==> config.mk <==
export PLATFORM = sky130hd
export DESIGN_NAME = sq_gen
export DESIGN_NICKNAME = d
export VERILOG_FILES = /design/src/rtl/sq_gen.sv
export SDC_FILE = /design/constraint.sdc
export NUM_CORES = 1
export LEC_CHECK = 0
export ABC_AREA = 1
export ABC_CLOCK_PERIOD_IN_PS = 5000
export CAP_MARGIN = 20
export CORE_AREA = 4 4 69 134
export CTS_CLUSTER_SIZE = 10
export DETAILED_ROUTE_END_ITERATION = 10
export DIE_AREA = 0 0 73 138
export PLACE_DENSITY = 0.71
export SYNTH_ARGS = -nofsm -noshare
export SYNTH_HDL_FRONTEND = slang
export SYNTH_SLANG_ARGS = --single-unit
==> constraint.sdc <==
create_clock -name int_osc -period 5 [get_ports int_osc]
set_input_delay 0.5 -clock int_osc [delete_from_list [all_inputs] [get_ports int_osc]]
set_output_delay 0.5 -clock int_osc [all_outputs]
set_load 0.02 [all_outputs]
==> src/rtl/sq_gen.sv <==
// Square-wave generator: emits N falling edges spread evenly over a fixed window
// of WINDOW_CYCLES clocks, using a Bresenham-style accumulator stepped by 2N.
module sq_gen #(
  parameter int WINDOW_CYCLES = 480000,
  parameter int CNT_W         = 10
) (
  input  logic             int_osc,
  input  logic             reset,
  input  logic             start,
  input  logic             abort,
  input  logic [CNT_W-1:0] count_target,
  output logic             square,
  output logic             busy,
  output logic             done,
  output logic [CNT_W-1:0] edges_sent
);

  localparam int ACC_W = $clog2(WINDOW_CYCLES + (2 ** (CNT_W + 1)));

  typedef enum logic [1:0] {
    IDLE   = 2'd0,
    RUN    = 2'd1,
    FINISH = 2'd2
  } state_t;

  state_t             r_state;
  logic [ACC_W-1:0]   r_timer;
  logic [ACC_W-1:0]   r_acc;
  logic [CNT_W-1:0]   r_n;
  logic               r_square;
  logic               r_busy;
  logic               r_done;
  logic [CNT_W-1:0]   r_edges;

  state_t             w_state_nxt;
  logic [ACC_W-1:0]   w_timer_nxt;
  logic [ACC_W-1:0]   w_acc_nxt;
  logic [CNT_W-1:0]   w_n_nxt;
  logic               w_square_nxt;
  logic [CNT_W-1:0]   w_edges_nxt;
  logic [ACC_W-1:0]   w_two_n;
  logic [ACC_W-1:0]   w_acc_sum;

  assign w_two_n   = {{(ACC_W-CNT_W-1){1'b0}}, r_n, 1'b0};
  assign w_acc_sum = r_acc + w_two_n;

  // Next-state and next-output logic; abort is checked before the end-of-window test
  always_comb begin
    w_state_nxt  = r_state;
    w_timer_nxt  = r_timer;
    w_acc_nxt    = r_acc;
    w_n_nxt      = r_n;
    w_square_nxt = r_square;
    w_edges_nxt  = r_edges;
    case (r_state)
      IDLE: begin
        if (start) begin
          w_n_nxt      = count_target;
          w_timer_nxt  = {ACC_W{1'b0}};
          w_acc_nxt    = {ACC_W{1'b0}};
          w_edges_nxt  = {CNT_W{1'b0}};
          w_square_nxt = 1'b1;
          w_state_nxt  = RUN;
        end else begin
          w_state_nxt  = IDLE;
        end
      end
      RUN: begin
        if (abort) begin
          w_square_nxt = 1'b1;
          w_state_nxt  = IDLE;
        end else begin
          if (w_acc_sum >= ACC_W'(WINDOW_CYCLES)) begin
            w_acc_nxt    = w_acc_sum - ACC_W'(WINDOW_CYCLES);
            w_square_nxt = ~r_square;
            if (r_square) begin
              w_edges_nxt = r_edges + CNT_W'(1);
            end else begin
              w_edges_nxt = r_edges;
            end
          end else begin
            w_acc_nxt = w_acc_sum;
          end
          if (r_timer == ACC_W'(WINDOW_CYCLES - 1)) begin
            w_timer_nxt = {ACC_W{1'b0}};
            w_state_nxt = FINISH;
          end else begin
            w_timer_nxt = r_timer + ACC_W'(1);
          end
        end
      end
      FINISH: begin
        w_state_nxt = IDLE;
      end
      default: begin
        w_state_nxt  = IDLE;
        w_square_nxt = 1'b1;
      end
    endcase
  end

  // State and registered outputs; busy/done are derived from the next state so they track it exactly
  always_ff @(posedge int_osc or negedge reset) begin
    if (!reset) begin
      r_state  <= IDLE;
      r_timer  <= {ACC_W{1'b0}};
      r_acc    <= {ACC_W{1'b0}};
      r_n      <= {CNT_W{1'b0}};
      r_square <= 1'b1;
      r_busy   <= 1'b0;
      r_done   <= 1'b0;
      r_edges  <= {CNT_W{1'b0}};
    end else begin
      r_state  <= w_state_nxt;
      r_timer  <= w_timer_nxt;
      r_acc    <= w_acc_nxt;
      r_n      <= w_n_nxt;
      r_square <= w_square_nxt;
      r_busy   <= (w_state_nxt == RUN);
      r_done   <= (w_state_nxt == FINISH);
      r_edges  <= w_edges_nxt;
    end
  end

  assign square     = r_square;
  assign busy       = r_busy;
  assign done       = r_done;
  assign edges_sent = r_edges;

endmodule
### Yosys cells after proc, flatten, opt, wreduce, memory -nomap -nowiden

Index checks and enable logic that the tools add are counted.

* flip-flop bits (word level): 63
* input port bits: 14
* output and inout port bits: 13
* logic and storage cells: 51

* add/subtract/negate cells: 4
* magnitude comparators: 1
* eq/ne operators: 10
* muxes and demuxes: 20
* bitwise logic cells: 2
* reductions and logical operators: 6

Operators by type and width (count)
* 19-bit 2-to-1 mux: 5
* 19-bit case mux with 2 select lines: 2
* 10-bit 2-to-1 mux: 4
* 10-bit case mux with 2 select lines: 1
* 19-bit by 1-bit adder with 19-bit output, second input constant: 1
* 19-bit by 11-bit adder with 19-bit output: 1
* 19-bit equality test, second input constant: 1
* 19-bit greater-or-equal comparator, second input constant: 1
* 19-bit subtractor, second input constant: 1
* 10-bit by 1-bit adder with 10-bit output, second input constant: 1
* 2-bit inequality test, second input constant: 4
* 3-bit AND reduction: 2
* 5-bit AND reduction: 1
* 2-bit by 1-bit equality test with 1-bit output, second input constant: 2
* 2-bit equality test, second input constant: 2
* 1-bit 2-to-1 mux: 4
* 2-bit 2-to-1 mux: 2
* 2-bit case mux with 2 select lines: 1
* 3-bit inequality test, second input constant: 1
* 1-bit case mux with 3 select lines: 1
* 2-bit logical NOT: 1
* 1-bit inverter: 2
* 2-bit AND reduction: 1
* 2-bit nonzero test: 1

### Longest topological paths before layout

* depth in word-level cells: 5
* mapped depth: 20
* mapped depth without buffers: 18

### Least setup slack after synthesis

Ideal clock, no wire load.

* path kind: reg-to-reg
* start point: reg r_acc[1]
* end point: reg r_acc[12]
* setup time: 0.116 ns
* arrival time: 2.300 ns
* data required time: 4.884 ns
* slack: 2.584 ns
* cell stages (with the launch flop): 19
* buffers on the path: 1
* clock period less this slack: 2.416 ns
* cell sequence: dfrtp_1 ha_1 fa_1 nand2_1 nand2_1 nand3_1 nand2_1 nand2_1 nand2_1 ha_1 nand3_1 nor2_2 nand3_2 nand3_4 buf_6 nand2_1 nand2_1 nand2_1 nand2_1

* cells in the longest elaborated chain, start to end: 5
* elaborated cells between the ends (all ways): 6
* classes of those cells: add/sub (2); order compare (1); mux (3)

RTL lines
* start: declaration: RTL line 28 `logic [ACC_W-1:0] r_acc;`
* start signal: assignment: RTL line 107 `r_acc <= {ACC_W{1'b0}};`
* start signal: assignment: RTL line 116 `r_acc <= w_acc_nxt;`
* 19-bit by 11-bit adder with 19-bit output (*): RTL line 45 `assign w_acc_sum = r_acc + w_two_n;`
* 19-bit subtractor or 19-bit greater-or-equal comparator (tied branches): RTL line 74, 73
* 19-bit 2-to-1 mux (*): RTL line 73 `if (w_acc_sum >= ACC_W'(WINDOW_CYCLES)) begin`
* 19-bit 2-to-1 mux (*): RTL line 69 `if (abort) begin`
* 19-bit case mux with 2 select lines (*): RTL line 55 `case (r_state)`

Mark *: on every way between the ends. The rest lies on a longest branch, timed or not. The select of a mux whose other input is x is not followed.
A chain may end at the register's enable or synchronous reset.

### Worst setup path in the final report

* start point: reg r_state[1]
* end point: reg r_edges[1] (netlist: edges_sent[1])

* cells in the longest elaborated chain, start to end: 3
* elaborated cells between the ends (all ways): 9
* classes of those cells: eq/ne (5); mux (1); reduce/logical (3)

RTL lines
* start: declaration: RTL line 26 `state_t r_state;`
* start signal: assignment: RTL line 114 `r_state <= w_state_nxt;`
* 2-bit by 1-bit equality test with 1-bit output or 2-bit logical NOT (tied branches): RTL line 55
* 2-bit inequality test (no source line) or 2-bit nonzero test (tied branches)
* 5-bit AND reduction (no source line)
* end signal: assignment: RTL line 112 `r_edges <= {CNT_W{1'b0}};`
* end signal: assignment: RTL line 121 `r_edges <= w_edges_nxt;`
* end: declaration: RTL line 33 `logic [CNT_W-1:0] r_edges;`

Several ways; a longest one is shown, not always the timed one.

==> metrics.yaml <==
clock_network:
  cts_max_path_buffers: 2
  cts_tree: "built"
  cts_sinks: 62
  cts_buffers: 9
  clock_latency_ns: 0.33
  cts_hold_buf: 0
  htreeDepth: 3
  clk_pin_slew_ns: 0.06
  ctsResizeCount: 0
  post-cts-setup-buffers: 0
  cts-root-buf: "clkbuf_16"
sta:
  setup_viol: 0
  slew_headroom: 0.453
  holdWs_ns: 0.321
  final-max-slew-violation-count: 0
  rsz0062_at_grt: "false"
  worst_pin_slew_ns: 0.820
  final.setup_skew_ns: 0.00674
  fmax_ghz: 0.309
  period_needed_ns: 3.24
  hold_viol: 0
  tns_ns: 0
  timing.final.crit_share: 0.647
placed_design:
  io_buffers: 26
  gp_congestion: 0.941
  hpwl_microns: 8670
power_and_ir_drop:
  internal-power_mw: 1.24
  pwr-share-clk: 0.300
  p_sw_frac: 0.405
  switchingPower_mw: 0.844
  p_per_area_nw_per_um2: 425
  pwr-share-seq: 0.308
  pwr-share-comb: 0.391
  irDropWorstVdd_uv: 227
  p_leak_nw: 2.46
cells_and_area:
  multiInputGateArea_sq_um: 2340
  ff_latch_area_sq_um: 1550
  area_growth_pct: 14.9
  num-fill-cells: 804
  nets: 684
  layout-drive-gt1-share: 0.0847
  antenna_cells: 0
  fin_util: 0.591
setup_path:
  cp-start-kind: "register"
  crit_type: "reg -> reg"
  worst_setup_path_end_kind: "register"
  arrival_ns: 3.46
  worstPathMaxFanout: 21
  timing.critical_path.required_ns: 5.22
global_route:
  grt_max_degree: 63
  grt_pass1_wl_microns: 18900
  antenna_found_initial: 0
  grt-ovfl-total: 0
  grt_pass1_vias: 4302
  grt_use_total: 0.237
die:
  io_pins: 27
  start_util: 0.515
  core_sq_um: 8290
  dieArea_sq_um: 10100
  num_rows: 47
  die_y_microns: 138
  die_w_microns: 73
synth:
  syn_inst: 628
  synthesis.area_sq_um: 4270
  avgSynthCellArea_sq_um: 6.79
  synth-edff-count: 0
  synth_top_family_by_area: "simple AND/OR/NAND/NOR gates"
  yosys.area_share.xor_xnor: 0.0205
  ys_types: 45
  syn_nets: 656
  synth_ff_type: "dfrtp_1"
  yosysWarnings: 0
  ys_async_sr_fraction: 1.00
  synth.ff_latch_count: 62
  synth_adder_area_share: 0.0428
  yosysSeqAreaShare: 0.364
  synth_simple_gate_area_frac: 0.408
  muxShareOfSynthArea: 0
  synth-compound-area-share: 0.0754
worst_hold_path:
  hold_class: "in -> async"
detailed_routing:
  drc: 0
  routed_wl_microns: 11300
  avgViaCountPerCell: 5.52
  firstDrtPassIters: 5
  drt_iter0_markers: 233
  avgRoutedWirePerCell_microns: 14.9
  vias: 4186
  final_antenna_net_count: 0
job:
  cap_viol_max_count: 0
outcome:
  status: "finished clean"
cell usage after synthesis, drive strengths merged, types with 3 or more instances:
master	count	area share
nor2	55	0.053
inv	82	0.072
ha	13	0.038
dfrtp	61	0.36
o31ai	4	0.0070
o21ai	19	0.022
xnor2	5	0.010
xor2	5	0.010
nand4	22	0.034
nand3	57	0.074
nor3	15	0.019
nor4	3	0.0059
clkbuf	8	0.0070
or2	3	0.0044
buf	4	0.0082
nand2	230	0.21
a21oi	26	0.031
logic make-up (layout without fill, tap and decap cells):
kind of cell	count (synthesis)	count (layout)
AO/OA/AOI/OAI	57	57
buffers and inverters	96	129
AND/OR/NAND/NOR	389	389
adder cells (fa/ha/maj)	14	14
XOR/XNOR	10	10
flip-flops	62	62
worst paths after layout:
kind                                 start             to  slack [ns]  cells past startpoint
worst max-delay path            r_state[1]  edges_sent[1]        1.76                      8
worst min-delay path                 reset  edges_sent[5]        0.32                      2
worst max register to register  r_state[1]  edges_sent[1]        1.76                      8
worst min register to register      r_n[2]         r_n[2]        0.48                      2
max in group asynchronous            reset         r_n[1]        4.13                      2
min in group int_osc                r_n[2]         r_n[2]        0.48                      2
placed cells by master (no fill, tap or decap), drive strengths merged, types with 2 or more instances in the layout:
cell	synthesis	routed
a31oi	2	2
nor3	15	15
nand4	22	22
ha	13	13
clkbuf	8	9
nor2	55	55
dfrtp	61	61
o21ai	19	19
clkinv	2	6
xnor2	5	5
a21oi	26	26
nand2	230	230
buf	4	4
nor3b	2	2
clkdlybuf4s50	0	25
or2	3	3
inv	82	83
nand3	57	57
xor2	5	5
o31ai	4	4
a21boi	2	2
nor4	3	3
power groups by stage:
stage	Combinational (mW)	Clock, mW	Sequential (mW)
finish	0.815	0.626	0.643
global route	0.923	0.654	0.653
CTS	0.807	0.631	0.643
detailed placement	0.801	0	0.651
global placement	0.782	0	0.647
floorplan	0.599	0	0.642
routing by layer:
layer / part of all wire / global-route usage
met5: 0 / 0
met1: 0.35 / 0.231
met2: 0.55 / 0.438
met3: 0.031 / 0.0385
met4: 0.061 / 0.145
per-stage QoR:
step	cell area [sq um]	setup slack (ns)	std cells	power, mW
after floorplan	4270	2.58	628	1.24
after global placement	4600	1.99	743	1.43
after detailed placement	4600	1.81	743	1.45
after CTS	4900	1.78	759	2.08
after global routing	4900	1.54	759	2.23
final	4900	1.76	759	2.08
sequential cells by signal, indices dropped and copies added, names as in the netlist:
signal / count
edges_sent: 10
done: 1
square: 1
r_n: 10
r_state: 2
r_acc: 18
busy: 1
r_timer: 19
critical path: stages, from the launching register on:
cell and delay, ns:
dfrtp_1 0.39, nor2_2 0.31, inv_1 0.27, nor2_1 0.67, nor2_2 0.35, inv_1 0.57, nand3_2 0.34, nand2_1 0.15
nand2_1 0.06
final cells by class:
type	instances	share of cell area
repair buffers	29	0.0566
clock inverters	7	0.0151
well taps	98	0.0250
clock buffers	9	0.0459
multi-input cells	470	0.476
inverters	84	0.0643
flip-flops and latches	62	0.317
No activity file was read; power rests on OpenSTA's default activity.
